<file path="src/rtl/fft_wb_stream_adapter_if.sv">
`default_nettype none
// +--------------------------------------------------------------------------+
// | Module   : fft_wb_stream_adapter_if                                      |
// | Purpose  : Bundles the Wishbone sample ports, the FFT core AXI-stream    |
// |            config/data/result channels and the core framing events used |
// |            by fft_wb_stream_adapter.                                     |
// | Modports : slave  - adapter view (Wishbone slave in, Wishbone master out,|
// |                     AXI master towards core input, AXI slave from core)  |
// |            master - environment view (drives the adapter inputs)         |
// | Signals  : DAT_I/WE_I/STB_I/CYC_I/ACK_O   input sample bus              |
// |            INV_I/SCALE_I                   per-frame core configuration  |
// |            DAT_O/STB_O/CYC_O/WE_O/ACK_I    output sample bus             |
// |            ERR_O                           sticky framing error          |
// |            core_rstn, cfg_*, s_*, m_*      FFT core side                 |
// |            ev_tlast_unexp/ev_tlast_miss    core framing events           |
// | Revision : 1.0 - initial release                                         |
// +--------------------------------------------------------------------------+
interface fft_wb_stream_adapter_if #(
  parameter int DW    = 16,
  parameter int CFG_W = 16
);
  logic [2*DW-1:0]  DAT_I;
  logic             WE_I;
  logic             STB_I;
  logic             CYC_I;
  logic             ACK_O;
  logic             INV_I;
  logic [CFG_W-2:0] SCALE_I;
  logic [2*DW-1:0]  DAT_O;
  logic             STB_O;
  logic             CYC_O;
  logic             WE_O;
  logic             ACK_I;
  logic             ERR_O;
  logic             core_rstn;
  logic [CFG_W-1:0] cfg_tdata;
  logic             cfg_tvalid;
  logic             cfg_tready;
  logic [2*DW-1:0]  s_tdata;
  logic             s_tvalid;
  logic             s_tlast;
  logic             s_tready;
  logic [2*DW-1:0]  m_tdata;
  logic             m_tvalid;
  logic             m_tlast;
  logic             m_tready;
  logic             ev_tlast_unexp;
  logic             ev_tlast_miss;

  modport slave (
    input  DAT_I, WE_I, STB_I, CYC_I, INV_I, SCALE_I, ACK_I,
    input  cfg_tready, s_tready, m_tdata, m_tvalid, m_tlast,
    input  ev_tlast_unexp, ev_tlast_miss,
    output ACK_O, DAT_O, STB_O, CYC_O, WE_O, ERR_O, core_rstn,
    output cfg_tdata, cfg_tvalid, s_tdata, s_tvalid, s_tlast, m_tready
  );

  modport master (
    output DAT_I, WE_I, STB_I, CYC_I, INV_I, SCALE_I, ACK_I,
    output cfg_tready, s_tready, m_tdata, m_tvalid, m_tlast,
    output ev_tlast_unexp, ev_tlast_miss,
    input  ACK_O, DAT_O, STB_O, CYC_O, WE_O, ERR_O, core_rstn,
    input  cfg_tdata, cfg_tvalid, s_tdata, s_tvalid, s_tlast, m_tready
  );
endinterface
`default_nettype wire

</file>
<file path="src/rtl/fft_wb_stream_adapter.sv">
`default_nettype none
// +--------------------------------------------------------------------------+
// | Module   : fft_wb_stream_adapter                                         |
// | Purpose  : Wishbone <-> AXI-stream adapter around an FFT/IFFT core.      |
// |            Counts N input samples per frame and marks s_tlast, issues   |
// |            one config word per frame, buffers core results in a small   |
// |            first-word-fall-through FIFO whose head is the registered    |
// |            DAT_O/STB_O stage, tracks frames in flight to close CYC_O    |
// |            and flags core framing errors.                                |
// | Ports    : CLK_I  clock                                                  |
// |            RST_I  synchronous active-high reset                          |
// |            bus    fft_wb_stream_adapter_if.slave (all bus/core signals)  |
// | Revision : 1.0 - initial release                                         |
// +--------------------------------------------------------------------------+
module fft_wb_stream_adapter #(
  parameter int DW        = 16,
  parameter int LOG2_N    = 8,
  parameter int CFG_W     = 16,
  parameter int FIFO_LOG2 = 2
) (
  input wire                     CLK_I,
  input wire                     RST_I,
  fft_wb_stream_adapter_if.slave bus
);

  localparam int                   c_N         = 1 << LOG2_N;
  localparam int                   c_DEPTH     = 1 << FIFO_LOG2;
  localparam logic [LOG2_N-1:0]    c_IN_LAST   = LOG2_N'(c_N - 1);
  // The head register holds one entry, so the memory behind it holds DEPTH-1.
  localparam logic [FIFO_LOG2-1:0] c_MEM_FULL  = FIFO_LOG2'(c_DEPTH - 1);

  typedef enum logic [1:0] {
    S_IDLE = 2'd0,
    S_CFG  = 2'd1,
    S_DATA = 2'd2
  } state_t;

  state_t               r_state;
  logic [LOG2_N-1:0]    r_in_cnt;
  logic [CFG_W-1:0]     r_cfg_tdata;
  logic                 r_cfg_tvalid;

  logic [2*DW:0]        r_mem [c_DEPTH];
  logic [FIFO_LOG2-1:0] r_rd_ptr;
  logic [FIFO_LOG2-1:0] r_wr_ptr;
  logic [FIFO_LOG2-1:0] r_fill;
  logic [2*DW-1:0]      r_dat_o;
  logic                 r_last_o;
  logic                 r_stb_o;

  logic [LOG2_N-1:0]    r_frm_cnt;
  logic                 r_cyc_o;
  logic                 r_err_o;

  logic                 w_req;
  logic                 w_s_tvalid;
  logic                 w_accept;
  logic                 w_in_last;
  logic                 w_pop;
  logic                 w_full;
  logic                 w_m_tready;
  logic                 w_push;
  logic                 w_head_free;
  logic                 w_load_mem;
  logic                 w_load_byp;
  logic                 w_mem_wr;
  logic [2*DW:0]        w_mem_head;
  logic                 w_empty_nxt;
  logic                 w_frm_inc;
  logic                 w_frm_dec;
  logic [LOG2_N-1:0]    w_frm_nxt;

  // ---------------------------------------------------------------- input side
  assign w_req      = bus.CYC_I & bus.STB_I & bus.WE_I;
  assign w_s_tvalid = (r_state == S_DATA) & w_req & ~RST_I;
  assign w_accept   = w_s_tvalid & bus.s_tready;
  assign w_in_last  = (r_in_cnt == c_IN_LAST);

  // Dropping CYC_I mid-frame simply removes req; state and count are held,
  // so the frame resumes without a fresh config word.
  always_ff @(posedge CLK_I) begin
    if (RST_I) begin
      r_state      <= S_IDLE;
      r_in_cnt     <= '0;
      r_cfg_tdata  <= '0;
      r_cfg_tvalid <= 1'b0;
    end else begin
      case (r_state)
        S_IDLE: begin
          if (w_req) begin
            // bit0 = 1 selects the forward transform on the core
            r_cfg_tdata  <= {bus.SCALE_I, ~bus.INV_I};
            r_cfg_tvalid <= 1'b1;
            r_state      <= S_CFG;
          end
        end
        S_CFG: begin
          if (bus.cfg_tready) begin
            r_cfg_tvalid <= 1'b0;
            r_state      <= S_DATA;
          end
        end
        S_DATA: begin
          if (w_accept) begin
            r_in_cnt <= w_in_last ? '0 : r_in_cnt + LOG2_N'(1);
            if (w_in_last) begin
              r_state <= S_IDLE;
            end
          end
        end
        default: r_state <= S_IDLE;
      endcase
    end
  end

  // --------------------------------------------------------------- output FIFO
  assign w_pop       = r_stb_o & bus.ACK_I;
  assign w_full      = r_stb_o & (r_fill == c_MEM_FULL);
  assign w_m_tready  = ~RST_I & (~w_full | w_pop);
  assign w_push      = bus.m_tvalid & w_m_tready;
  assign w_head_free = ~r_stb_o | w_pop;
  assign w_mem_head  = r_mem[r_rd_ptr];
  // Head refills from memory first; with memory empty a new word bypasses
  // straight into the head, giving one cycle from core handshake to STB_O.
  assign w_load_mem  = w_head_free & (r_fill != '0);
  assign w_load_byp  = w_head_free & (r_fill == '0) & w_push;
  assign w_mem_wr    = w_push & ~w_load_byp;
  assign w_empty_nxt = w_head_free & (r_fill == '0) & ~w_push;

  always_ff @(posedge CLK_I) begin
    if (w_mem_wr) begin
      r_mem[r_wr_ptr] <= {bus.m_tlast, bus.m_tdata};
    end
  end

  always_ff @(posedge CLK_I) begin
    if (RST_I) begin
      r_dat_o  <= '0;
      r_last_o <= 1'b0;
      r_stb_o  <= 1'b0;
      r_rd_ptr <= '0;
      r_wr_ptr <= '0;
      r_fill   <= '0;
    end else begin
      if (w_load_mem) begin
        r_dat_o  <= w_mem_head[2*DW-1:0];
        r_last_o <= w_mem_head[2*DW];
        r_stb_o  <= 1'b1;
        r_rd_ptr <= r_rd_ptr + FIFO_LOG2'(1);
      end else if (w_load_byp) begin
        r_dat_o  <= bus.m_tdata;
        r_last_o <= bus.m_tlast;
        r_stb_o  <= 1'b1;
      end else if (w_pop) begin
        r_stb_o  <= 1'b0;       // DAT_O keeps the last word
      end
      if (w_mem_wr) begin
        r_wr_ptr <= r_wr_ptr + FIFO_LOG2'(1);
      end
      r_fill <= r_fill + FIFO_LOG2'(w_mem_wr) - FIFO_LOG2'(w_load_mem);
    end
  end

  // ------------------------------------------------- frames in flight / CYC_O
  assign w_frm_inc = w_accept & w_in_last;
  assign w_frm_dec = w_pop & r_last_o;

  always_comb begin
    w_frm_nxt = r_frm_cnt;
    if (w_frm_inc & ~w_frm_dec) begin
      w_frm_nxt = r_frm_cnt + LOG2_N'(1);
    end else if (~w_frm_inc & w_frm_dec) begin
      w_frm_nxt = r_frm_cnt - LOG2_N'(1);
    end
  end

  always_ff @(posedge CLK_I) begin
    if (RST_I) begin
      r_frm_cnt <= '0;
      r_cyc_o   <= 1'b0;
      r_err_o   <= 1'b0;
    end else begin
      r_frm_cnt <= w_frm_nxt;
      // Close the output cycle only once the last owed frame has fully left
      // and the upstream master has released its own cycle.
      if (w_push) begin
        r_cyc_o <= 1'b1;
      end else if (w_frm_dec && (w_frm_nxt == '0) && w_empty_nxt && !bus.CYC_I) begin
        r_cyc_o <= 1'b0;
      end
      if (bus.ev_tlast_unexp | bus.ev_tlast_miss) begin
        r_err_o <= 1'b1;
      end
    end
  end

  // ------------------------------------------------------------------ outputs
  assign bus.core_rstn  = ~RST_I;
  assign bus.cfg_tdata  = r_cfg_tdata;
  assign bus.cfg_tvalid = r_cfg_tvalid;
  assign bus.s_tdata    = bus.DAT_I;
  assign bus.s_tvalid   = w_s_tvalid;
  assign bus.s_tlast    = w_in_last & ~RST_I;
  assign bus.ACK_O      = w_accept;
  assign bus.m_tready   = w_m_tready;
  assign bus.DAT_O      = r_dat_o;
  assign bus.STB_O      = r_stb_o;
  assign bus.WE_O       = r_stb_o;
  assign bus.CYC_O      = r_cyc_o;
  assign bus.ERR_O      = r_err_o;

endmodule
`default_nettype wire

</file>
<file path="src/flat_wrapper.sv">
// flat-port wrapper written by rule: the top's interface ports become plain ports
module fft_wb_stream_adapter_flat 
#(
  parameter int DW        = 16,
  parameter int LOG2_N    = 8,
  parameter int CFG_W     = 16,
  parameter int FIFO_LOG2 = 2
)
  (CLK_I, RST_I, bus_DAT_I, bus_WE_I, bus_STB_I, bus_CYC_I, bus_INV_I, bus_SCALE_I, bus_ACK_I, bus_cfg_tready, bus_s_tready, bus_m_tdata, bus_m_tvalid, bus_m_tlast, bus_ev_tlast_unexp, bus_ev_tlast_miss, bus_ACK_O, bus_DAT_O, bus_STB_O, bus_CYC_O, bus_WE_O, bus_ERR_O, bus_core_rstn, bus_cfg_tdata, bus_cfg_tvalid, bus_s_tdata, bus_s_tvalid, bus_s_tlast, bus_m_tready);
  fft_wb_stream_adapter_if #(.DW(DW), .CFG_W(CFG_W)) bus_i ();
  input wire CLK_I;
  input wire RST_I;
  input wire logic [$bits(bus_i.DAT_I)-1:0] bus_DAT_I;
  input wire logic [$bits(bus_i.WE_I)-1:0] bus_WE_I;
  input wire logic [$bits(bus_i.STB_I)-1:0] bus_STB_I;
  input wire logic [$bits(bus_i.CYC_I)-1:0] bus_CYC_I;
  input wire logic [$bits(bus_i.INV_I)-1:0] bus_INV_I;
  input wire logic [$bits(bus_i.SCALE_I)-1:0] bus_SCALE_I;
  input wire logic [$bits(bus_i.ACK_I)-1:0] bus_ACK_I;
  input wire logic [$bits(bus_i.cfg_tready)-1:0] bus_cfg_tready;
  input wire logic [$bits(bus_i.s_tready)-1:0] bus_s_tready;
  input wire logic [$bits(bus_i.m_tdata)-1:0] bus_m_tdata;
  input wire logic [$bits(bus_i.m_tvalid)-1:0] bus_m_tvalid;
  input wire logic [$bits(bus_i.m_tlast)-1:0] bus_m_tlast;
  input wire logic [$bits(bus_i.ev_tlast_unexp)-1:0] bus_ev_tlast_unexp;
  input wire logic [$bits(bus_i.ev_tlast_miss)-1:0] bus_ev_tlast_miss;
  output wire logic [$bits(bus_i.ACK_O)-1:0] bus_ACK_O;
  output wire logic [$bits(bus_i.DAT_O)-1:0] bus_DAT_O;
  output wire logic [$bits(bus_i.STB_O)-1:0] bus_STB_O;
  output wire logic [$bits(bus_i.CYC_O)-1:0] bus_CYC_O;
  output wire logic [$bits(bus_i.WE_O)-1:0] bus_WE_O;
  output wire logic [$bits(bus_i.ERR_O)-1:0] bus_ERR_O;
  output wire logic [$bits(bus_i.core_rstn)-1:0] bus_core_rstn;
  output wire logic [$bits(bus_i.cfg_tdata)-1:0] bus_cfg_tdata;
  output wire logic [$bits(bus_i.cfg_tvalid)-1:0] bus_cfg_tvalid;
  output wire logic [$bits(bus_i.s_tdata)-1:0] bus_s_tdata;
  output wire logic [$bits(bus_i.s_tvalid)-1:0] bus_s_tvalid;
  output wire logic [$bits(bus_i.s_tlast)-1:0] bus_s_tlast;
  output wire logic [$bits(bus_i.m_tready)-1:0] bus_m_tready;
  assign bus_i.DAT_I = bus_DAT_I;
  assign bus_i.WE_I = bus_WE_I;
  assign bus_i.STB_I = bus_STB_I;
  assign bus_i.CYC_I = bus_CYC_I;
  assign bus_i.INV_I = bus_INV_I;
  assign bus_i.SCALE_I = bus_SCALE_I;
  assign bus_i.ACK_I = bus_ACK_I;
  assign bus_i.cfg_tready = bus_cfg_tready;
  assign bus_i.s_tready = bus_s_tready;
  assign bus_i.m_tdata = bus_m_tdata;
  assign bus_i.m_tvalid = bus_m_tvalid;
  assign bus_i.m_tlast = bus_m_tlast;
  assign bus_i.ev_tlast_unexp = bus_ev_tlast_unexp;
  assign bus_i.ev_tlast_miss = bus_ev_tlast_miss;
  assign bus_ACK_O = bus_i.ACK_O;
  assign bus_DAT_O = bus_i.DAT_O;
  assign bus_STB_O = bus_i.STB_O;
  assign bus_CYC_O = bus_i.CYC_O;
  assign bus_WE_O = bus_i.WE_O;
  assign bus_ERR_O = bus_i.ERR_O;
  assign bus_core_rstn = bus_i.core_rstn;
  assign bus_cfg_tdata = bus_i.cfg_tdata;
  assign bus_cfg_tvalid = bus_i.cfg_tvalid;
  assign bus_s_tdata = bus_i.s_tdata;
  assign bus_s_tvalid = bus_i.s_tvalid;
  assign bus_s_tlast = bus_i.s_tlast;
  assign bus_m_tready = bus_i.m_tready;
  fft_wb_stream_adapter #(.DW(DW), .LOG2_N(LOG2_N), .CFG_W(CFG_W), .FIFO_LOG2(FIFO_LOG2)) u_core (.CLK_I(CLK_I), .RST_I(RST_I), .bus(bus_i));
endmodule
</file>
<file path="config.mk">
export PLATFORM = sky130hd
export DESIGN_NAME = fft_wb_stream_adapter_flat
export DESIGN_NICKNAME = d
export VERILOG_FILES = /design/src/rtl/fft_wb_stream_adapter_if.sv /design/src/rtl/fft_wb_stream_adapter.sv /design/src/flat_wrapper.sv
export SDC_FILE = /design/constraint.sdc
export NUM_CORES = 1
export LEC_CHECK = 0
export CAP_MARGIN = 15
export CORE_ASPECT_RATIO = 1.25
export CORE_MARGIN = 2
export CORE_UTILIZATION = 30
export CTS_BUF_LIST = sky130_fd_sc_hd__clkbuf_16
export DETAILED_ROUTE_END_ITERATION = 8
export DONT_BUFFER_PORTS = 1
export PLACE_DENSITY = 0.52
export REMOVE_ABC_BUFFERS = 1
export SYNTH_ARGS = -nofsm -noshare
export SYNTH_HDL_FRONTEND = slang
export SYNTH_SLANG_ARGS = --single-unit
</file>
<file path="constraint.sdc">
create_clock -name CLK_I -period 2.5 [get_ports CLK_I]
set_input_delay 0.375 -clock CLK_I [delete_from_list [all_inputs] [get_ports CLK_I]]
set_output_delay 0.375 -clock CLK_I [all_outputs]
set_load 0.05 [all_outputs]
</file>
Yosys cells after proc, flatten, opt, wreduce, memory -nomap -nowiden

Memories as Yosys holds them, arrays and structs flattened. A register that Yosys moved wholly into a read port is not among the register bits.
Cells that the tools add are included.

Add/subtract/negate cells: 7
Multipliers: 0
Div/mod/pow operators: 0
Magnitude comparators: 0
Eq/ne operators: 8
Shifts and indexed selects: 0
Muxes and demuxes: 24
Bitwise operators: 30
Reduce and logical (&&, ||, !) cells: 16

Operators with widths:

| cell                  | count |
|---|---|
| $mux W32              | 2 |
| $mux W8               | 3 |
| $and A1 B1 Y1         | 19 |
| $add A8 B1 Y8 const B | 2 |
| $mux W2               | 6 |
| $mux W1               | 11 |
| $eq A8 B8 Y1 const B  | 1 |
| $logic_not A8 Y1      | 1 |
| $not A1 Y1            | 8 |
| $reduce_bool A2 Y1    | 4 |
| $sub A8 B1 Y8 const B | 1 |
| $ne A2 B1 Y1 const B  | 3 |
| $pmux W2 S3           | 1 |
| $add A2 B1 Y2 const B | 2 |
| $eq A2 B2 Y1 const B  | 2 |
| $logic_not A2 Y1      | 2 |
| $reduce_and A2 Y1     | 2 |
| $reduce_and A4 Y1     | 1 |
| $logic_and A1 B1 Y1   | 3 |
| $or A1 B1 Y1          | 3 |
| $reduce_and A3 Y1     | 1 |
| $reduce_bool A3 Y1    | 1 |
| $add A2 B1 Y2         | 1 |
| $eq A2 B1 Y1 const B  | 1 |
| other kinds (4)       | 4 |

Flip-flop bits (word level): 77
Latch bits: 0
Memory bits (writable): 132
Memory bits (read-only): 0
Bits of input ports: 92
Output and inout bits: 90
Word-level logic and storage cells: 99
Memories: 1

Memories:

| name         | depth | width | rd ports | clocked after memory_dff | write ports | line                        | RTL |
|---|---|---|---|---|---|---|---|
| u_core.r_mem | 4     | 33    | 1        | 1                        | 1           | fft_wb_stream_adapter.sv:43 | `logic [2*DW:0] r_mem [c_DEPTH];` |

Longest topological paths before layout

Depth in word-level cells: 16
Mapped depth: 9
Depth with buffers taken out: 7

Worst setup path before layout

OpenSTA, ideal clock, no wires.

Path kind: reg-to-reg
Start point: reg u_core.r_stb_o (netlist: u_core.bus.STB_O)
End point: mem u_core.r_mem[1][0] (netlist bit) (enable)
Library setup time: 0.393 ns
Data arrival time: 2.425 ns
Data required time: 2.107 ns
Path slack: -0.318 ns
Stages on the path, launching flop included: 6
Path buffers: 1
Clock period less this slack: 2.818 ns
Cell sequence: dfxtp_1 > and2b_2 > clkbuf_1 > nor3_1 > nor3b_2 > and2_1

Longest elaborated chain between the ends: 10
Elaborated cells on any way between the ends: 14
Classes of those cells: mux (2); bitwise (12)

Ends and longest elaborated chain:

| element                           | line                         | RTL |
|---|---|---|
| from (decl)                       | fft_wb_stream_adapter.sv:49  | `logic r_stb_o;` |
| from (signal assigned)            | fft_wb_stream_adapter.sv:140 | `r_stb_o <= 1'b0;` |
| from (signal assigned)            | fft_wb_stream_adapter.sv:148 | `r_stb_o <= 1'b1;` |
| from (signal assigned)            | fft_wb_stream_adapter.sv:153 | `r_stb_o <= 1'b1;` |
| $and A1 B1 Y1                     | fft_wb_stream_adapter.sv:118 | `assign w_full = r_stb_o & (r_fill == c_MEM_FULL);` |
| $not A1 Y1                        | fft_wb_stream_adapter.sv:119 | `assign w_m_tready = ~RST_I & (~w_full \| w_pop);` |
| $or A1 B1 Y1                      | fft_wb_stream_adapter.sv:119 |  |
| $and A1 B1 Y1                     | fft_wb_stream_adapter.sv:119 |  |
| $and A1 B1 Y1                     | fft_wb_stream_adapter.sv:120 | `assign w_push = bus.m_tvalid & w_m_tready;` |
| $and A1 B1 Y1                     | fft_wb_stream_adapter.sv:126 | `assign w_load_byp = w_head_free & (r_fill == '0) & w_push;` |
| $not A1 Y1                        | fft_wb_stream_adapter.sv:127 | `assign w_mem_wr = w_push & ~w_load_byp;` |
| $and A1 B1 Y1 (*)                 | fft_wb_stream_adapter.sv:127 |  |
| via u_core.w_mem_wr               | fft_wb_stream_adapter.sv:66  | `logic w_mem_wr;` |
| $mux W1 (*)                       | fft_wb_stream_adapter.sv:131 | `if (w_mem_wr) begin` |
| $mux W1 (not written as such) (*) | fft_wb_stream_adapter.sv:132 | `r_mem[r_wr_ptr] <= {bus.m_tlast, bus.m_tdata};` |
| to (decl)                         | fft_wb_stream_adapter.sv:43  |  |

The timed path passes the listed nets; every way through them passes the cells marked *.

Final worst setup path

Start point: reg u_core.r_frm_cnt[0]
End point: reg u_core.r_cyc_o (netlist: u_core.bus.CYC_O)

Longest elaborated chain between the ends: 8
Elaborated cells on any way between the ends: 9
Classes of those cells: add/sub (2); mux (2); reduce/logical (5)

Ends and longest elaborated chain:

| element                                 | line                         | RTL |
|---|---|---|
| from (decl)                             | fft_wb_stream_adapter.sv:51  | `logic [LOG2_N-1:0] r_frm_cnt;` |
| from (signal assigned)                  | fft_wb_stream_adapter.sv:183 | `r_frm_cnt <= w_frm_nxt;` |
| $sub A8 B1 Y8                           | fft_wb_stream_adapter.sv:173 | `w_frm_nxt = r_frm_cnt - LOG2_N'(1);` |
| $mux W8                                 | fft_wb_stream_adapter.sv:172 | `end else if (~w_frm_inc & w_frm_dec) begin` |
| $mux W8 (*)                             | fft_wb_stream_adapter.sv:170 | `if (w_frm_inc & ~w_frm_dec) begin` |
| $logic_not A8 Y1 (*)                    | fft_wb_stream_adapter.sv:188 | `end else if (w_frm_dec && (w_frm_nxt == '0) && w_empty_nxt && !bus.CYC_I) begin` |
| $logic_and A1 B1 Y1 (*) (3 in series)   | fft_wb_stream_adapter.sv:188 |  |
| $reduce_bool A2 Y1 (no source line) (*) | -                            |  |
| to (signal assigned)                    | fft_wb_stream_adapter.sv:180 | `r_cyc_o <= 1'b0;` |
| to (signal assigned)                    | fft_wb_stream_adapter.sv:187 | `r_cyc_o <= 1'b1;` |
| to (signal assigned)                    | fft_wb_stream_adapter.sv:189 | `r_cyc_o <= 1'b0;` |
| to (decl)                               | fft_wb_stream_adapter.sv:52  | `logic r_cyc_o;` |

Every way passes the cells marked *; elsewhere a longest branch is shown, timed or not.
A chain may end at the register's enable or synchronous reset.

==> impl_metrics.env <==
export IMPL_status="complete, no violations"
export IMPL_rr_startpoint="u_core.r_frm_cnt[0]$_SDFF_PP0_"
export IMPL_grt_pass1_vias=5323
export IMPL_crit_buf_inv=1
export IMPL_final_cell_mix="edfxtp_1 (132), dfxtp_1 (77), nor2_1 (53)"
export IMPL_worstPathArrival_ps=2710
export IMPL_die_x_microns=156
export IMPL_period_share_pct=92.9
export IMPL_syn_inst=613
export IMPL_dieArea_sq_mm=0.0302
export IMPL_worstPathMaxFanout=5
export IMPL_drt_initial_drc_count=209
export IMPL_post_route_cells_drive_above_1_share_pct=17.2
export IMPL_ys_seq_area_share_pct=64.2
export IMPL_setup_violations=0
export IMPL_rsz0062_at_grt="false"
export IMPL_via_per_inst=4.95
export IMPL_async_reset_ff_share_pct=0
export IMPL_avgSynthCellArea_sq_um=14.1
export IMPL_initial_core_util_pct=30.4
export IMPL_cp_slowest_stage_delay_ps=420
export IMPL_cts_made_buffers=23
export IMPL_regToRegSetupSlack_ps=180
export IMPL_synth_area_sq_mm=0.00863
export IMPL_numClockSinks=211
export IMPL_groute_usage_overall_pct=12.9
export IMPL_clock_skew_ps=10.5
export IMPL_worstHoldPathType="input port to flip-flop"
export IMPL_fp_row_count=69
export IMPL_crit_required_ps=2890
export IMPL_grt_max_degree=73
export IMPL_crit_type="flip-flop to flip-flop"
export IMPL_worst_slack_ps=178
export IMPL_cp_slowest_cell="dfxtp_1"
export IMPL_tightest_slew_ps=985
export IMPL_cp_depth=7
export IMPL_relSlewSlack_pct=34.3
export IMPL_finalCriticalPeriod_ps=2320
export IMPL_drtPass1Iterations=4
export IMPL_power_density_mw_per_mm2=1060
export IMPL_overflow=0
export IMPL_start_kind="flip-flop"
export IMPL_clockBufferDepth=3
export IMPL_whs_path_depth=2
export IMPL_antenna_found_initial=0
export IMPL_ys_warn_count=0
export IMPL_min_delay_start="bus_SCALE_I[8]"
export IMPL_h_tree_depth=1
export IMPL_crit_chain="inv_1 > ha_1 > or3_1 > a2111oi_0 > a41oi_1 > a2111oi_2 > a31oi_1"
export IMPL_irDropWorstVdd_mv=0.592
export IMPL_io_buffers=0
export IMPL_finalHoldViolations=0
export IMPL_seq_area_sq_mm=0.00555
export IMPL_post_place_ws_ps=163
export IMPL_layout_nets=737
export IMPL_cts_root_buf="clkbuf_16"
export IMPL_wirelength_microns=19700
export IMPL_num_fill_cells=2685
export IMPL_r2r_cells=7
export IMPL_cts_clk_slew_worst_paths_ps=60
export IMPL_crit_family="compound AO/OA/AOI/OAI gates"
export IMPL_synth_edf_count=132
export IMPL_syn_to_final_growth_pct=18.9
export IMPL_slew_viol_final=0
export IMPL_final_common_cell="edfxtp_1"
export IMPL_endpoint_kind="flip-flop"
export IMPL_io_pins=182
export IMPL_p_leak_nw=3.43
export IMPL_max_cap_viol_count=0
export IMPL_r2r_end="u_core.bus.CYC_O$_SDFFE_PP0P_"
export IMPL_synth_seq_cells=211
export IMPL_power_total_mw=10.9
export IMPL_via_count=4988
export IMPL_wl_per_cell_microns=19.5
export IMPL_cts_tree="built"
export IMPL_hold_end="u_core.bus.cfg_tdata[9]$_SDFFE_PP0P_"
export IMPL_gp_congestion=0.828
export IMPL_insertion_delay_ps=510
export IMPL_timing_fmax_mhz=431
export IMPL_die_h_microns=194
export IMPL_multi_input_area_sq_mm=0.00266
export IMPL_place_hpwl_microns=12200
export IMPL_ctsResizeCount=0
export IMPL_synthDistinctLibCells=51
export IMPL_grt_first_pass_wirelength_microns=30400
export IMPL_coreArea_sq_mm=0.0284
export IMPL_ys_flop_type="edfxtp_1"
export IMPL_route_detailed_drc=0
export IMPL_ant_nets=0
export IMPL_crit_start="u_core.r_frm_cnt[0]$_SDFF_PP0_"
export IMPL_n_antenna_cell=0
cells in the mapped netlist, types with 3 or more instances:
| library cell | n | area [sq um] |
|---|---|---|
| a211oi_1 | 36 | 270 |
| a21oi_1 | 22 | 110 |
| and2_1 | 4 | 25.0 |
| and3_1 | 8 | 50.1 |
| buf_1 | 4 | 15.0 |
| buf_2 | 7 | 35.0 |
| buf_4 | 34 | 255 |
| buf_6 | 3 | 33.8 |
| clkbuf_1 | 20 | 75.1 |
| dfxtp_1 | 79 | 1580 |
| edfxtp_1 | 132 | 3960 |
| ha_1 | 9 | 113 |
| inv_1 | 8 | 30.0 |
| mux2i_1 | 36 | 360 |
| mux4_2 | 33 | 743 |
| nand2_1 | 45 | 169 |
| nand3_1 | 7 | 35.0 |
| nand4_1 | 4 | 25.0 |
| nor2_1 | 53 | 199 |
| nor3_1 | 8 | 40.0 |
| o21ai_0 | 6 | 30.0 |
| or3_1 | 4 | 25.0 |
| xnor2_1 | 10 | 87.6 |
| xor2_1 | 6 | 52.6 |
through the flow:
step                hold WS, ps  TNS (ps)  instances  instance area [sq um]  utilization, %
detailed placement          454         0        915                   8830            31.1
CTS                        3.94         0       1008                  10300            36.1
floorplan                   444   -112910        545                   8220               -
global route               21.3         0       1008                  10300            36.1
global placement            454         0        915                   8830            31.1
finish                     27.0         0       1008                  10300            36.1
layer usage:
metal	global-route usage, %	vias up	share of wire (%)	wire length [microns]
met2	22.2	163	50	9750
met3	4.34	37	8.2	1600
met4	3.67	0	2.3	449
met5	1.48	-	0	0
met1	15.3	2478	40	7850
li1	-	2310	-	-
how the worst max path moves through the flow:
stage | to | slack [ps]
3_5_place_dp | u_core.bus.CYC_O$_SDFFE_PP0P_ | 160
3_3_place_gp | u_core.r_mem[2][23]$_DFFE_PP_ | 220
6_report | u_core.bus.CYC_O$_SDFFE_PP0P_ | 180
2_1_floorplan | u_core.bus.DAT_O[0]$_SDFFE_PP0P_ | -1380
5_1_grt | u_core.bus.CYC_O$_SDFFE_PP0P_ | 40
4_1_cts | u_core.bus.CYC_O$_SDFFE_PP0P_ | 160
final cells by class:
| cell class | count | share of cell area (%) |
|---|---|---|
| well taps | 355 | 4.33 |
| flip-flops and latches | 211 | 54.0 |
| clock buffers | 23 | 5.61 |
| inverters | 9 | 0.329 |
| clock inverters | 19 | 3.23 |
| repair buffers | 66 | 6.61 |
| multi-input cells | 325 | 25.9 |
worst reg2reg max path, cell delays in order, from the launching register on:
cell and delay (ps):
dfxtp_1 420, inv_1 100, ha_1 350, or3_1 350, a2111oi_0 420, a41oi_1 120
a2111oi_2 310, a31oi_1 120
cells by family (layout without fill, tap and decap cells):
group	after synthesis	in the layout	synth area share (%)
flops	211	211	64.2
simple gates	156	156	8.89
buf+inv	77	117	5.19
compound gates	75	75	5.97
mux	69	69	12.8
xor+xnor	16	16	1.62
fa+ha+maj	9	9	1.30
sequential cells by signal (all words and copies together), names as in the netlist, 2 cells and up, named ones only:
signal                count
u_core.r_fill             2
u_core.r_rd_ptr           2
u_core.r_wr_ptr           2
u_core.bus.cfg_tdata     16
u_core.r_mem            132
u_core.r_state            2
u_core.bus.DAT_O         32
u_core.r_in_cnt           8
u_core.r_frm_cnt          8
timing repair:
action | in CTS | in global routing
endpoints found under the setup margin | 0 | 0
hold buffers | 51 | 0
buffers inserted | 0 | 0
hold endpoints to repair | 205 | 0
report_power, final:
part | switching (mW) | internal [mW] | leakage [nW]
Combinational | 0.910 | 0.849 | 1.15
Clock | 1.39 | 2.61 | 0.432
Sequential | 1.06 | 4.08 | 1.84
Power figures use the tool's default switching activity.
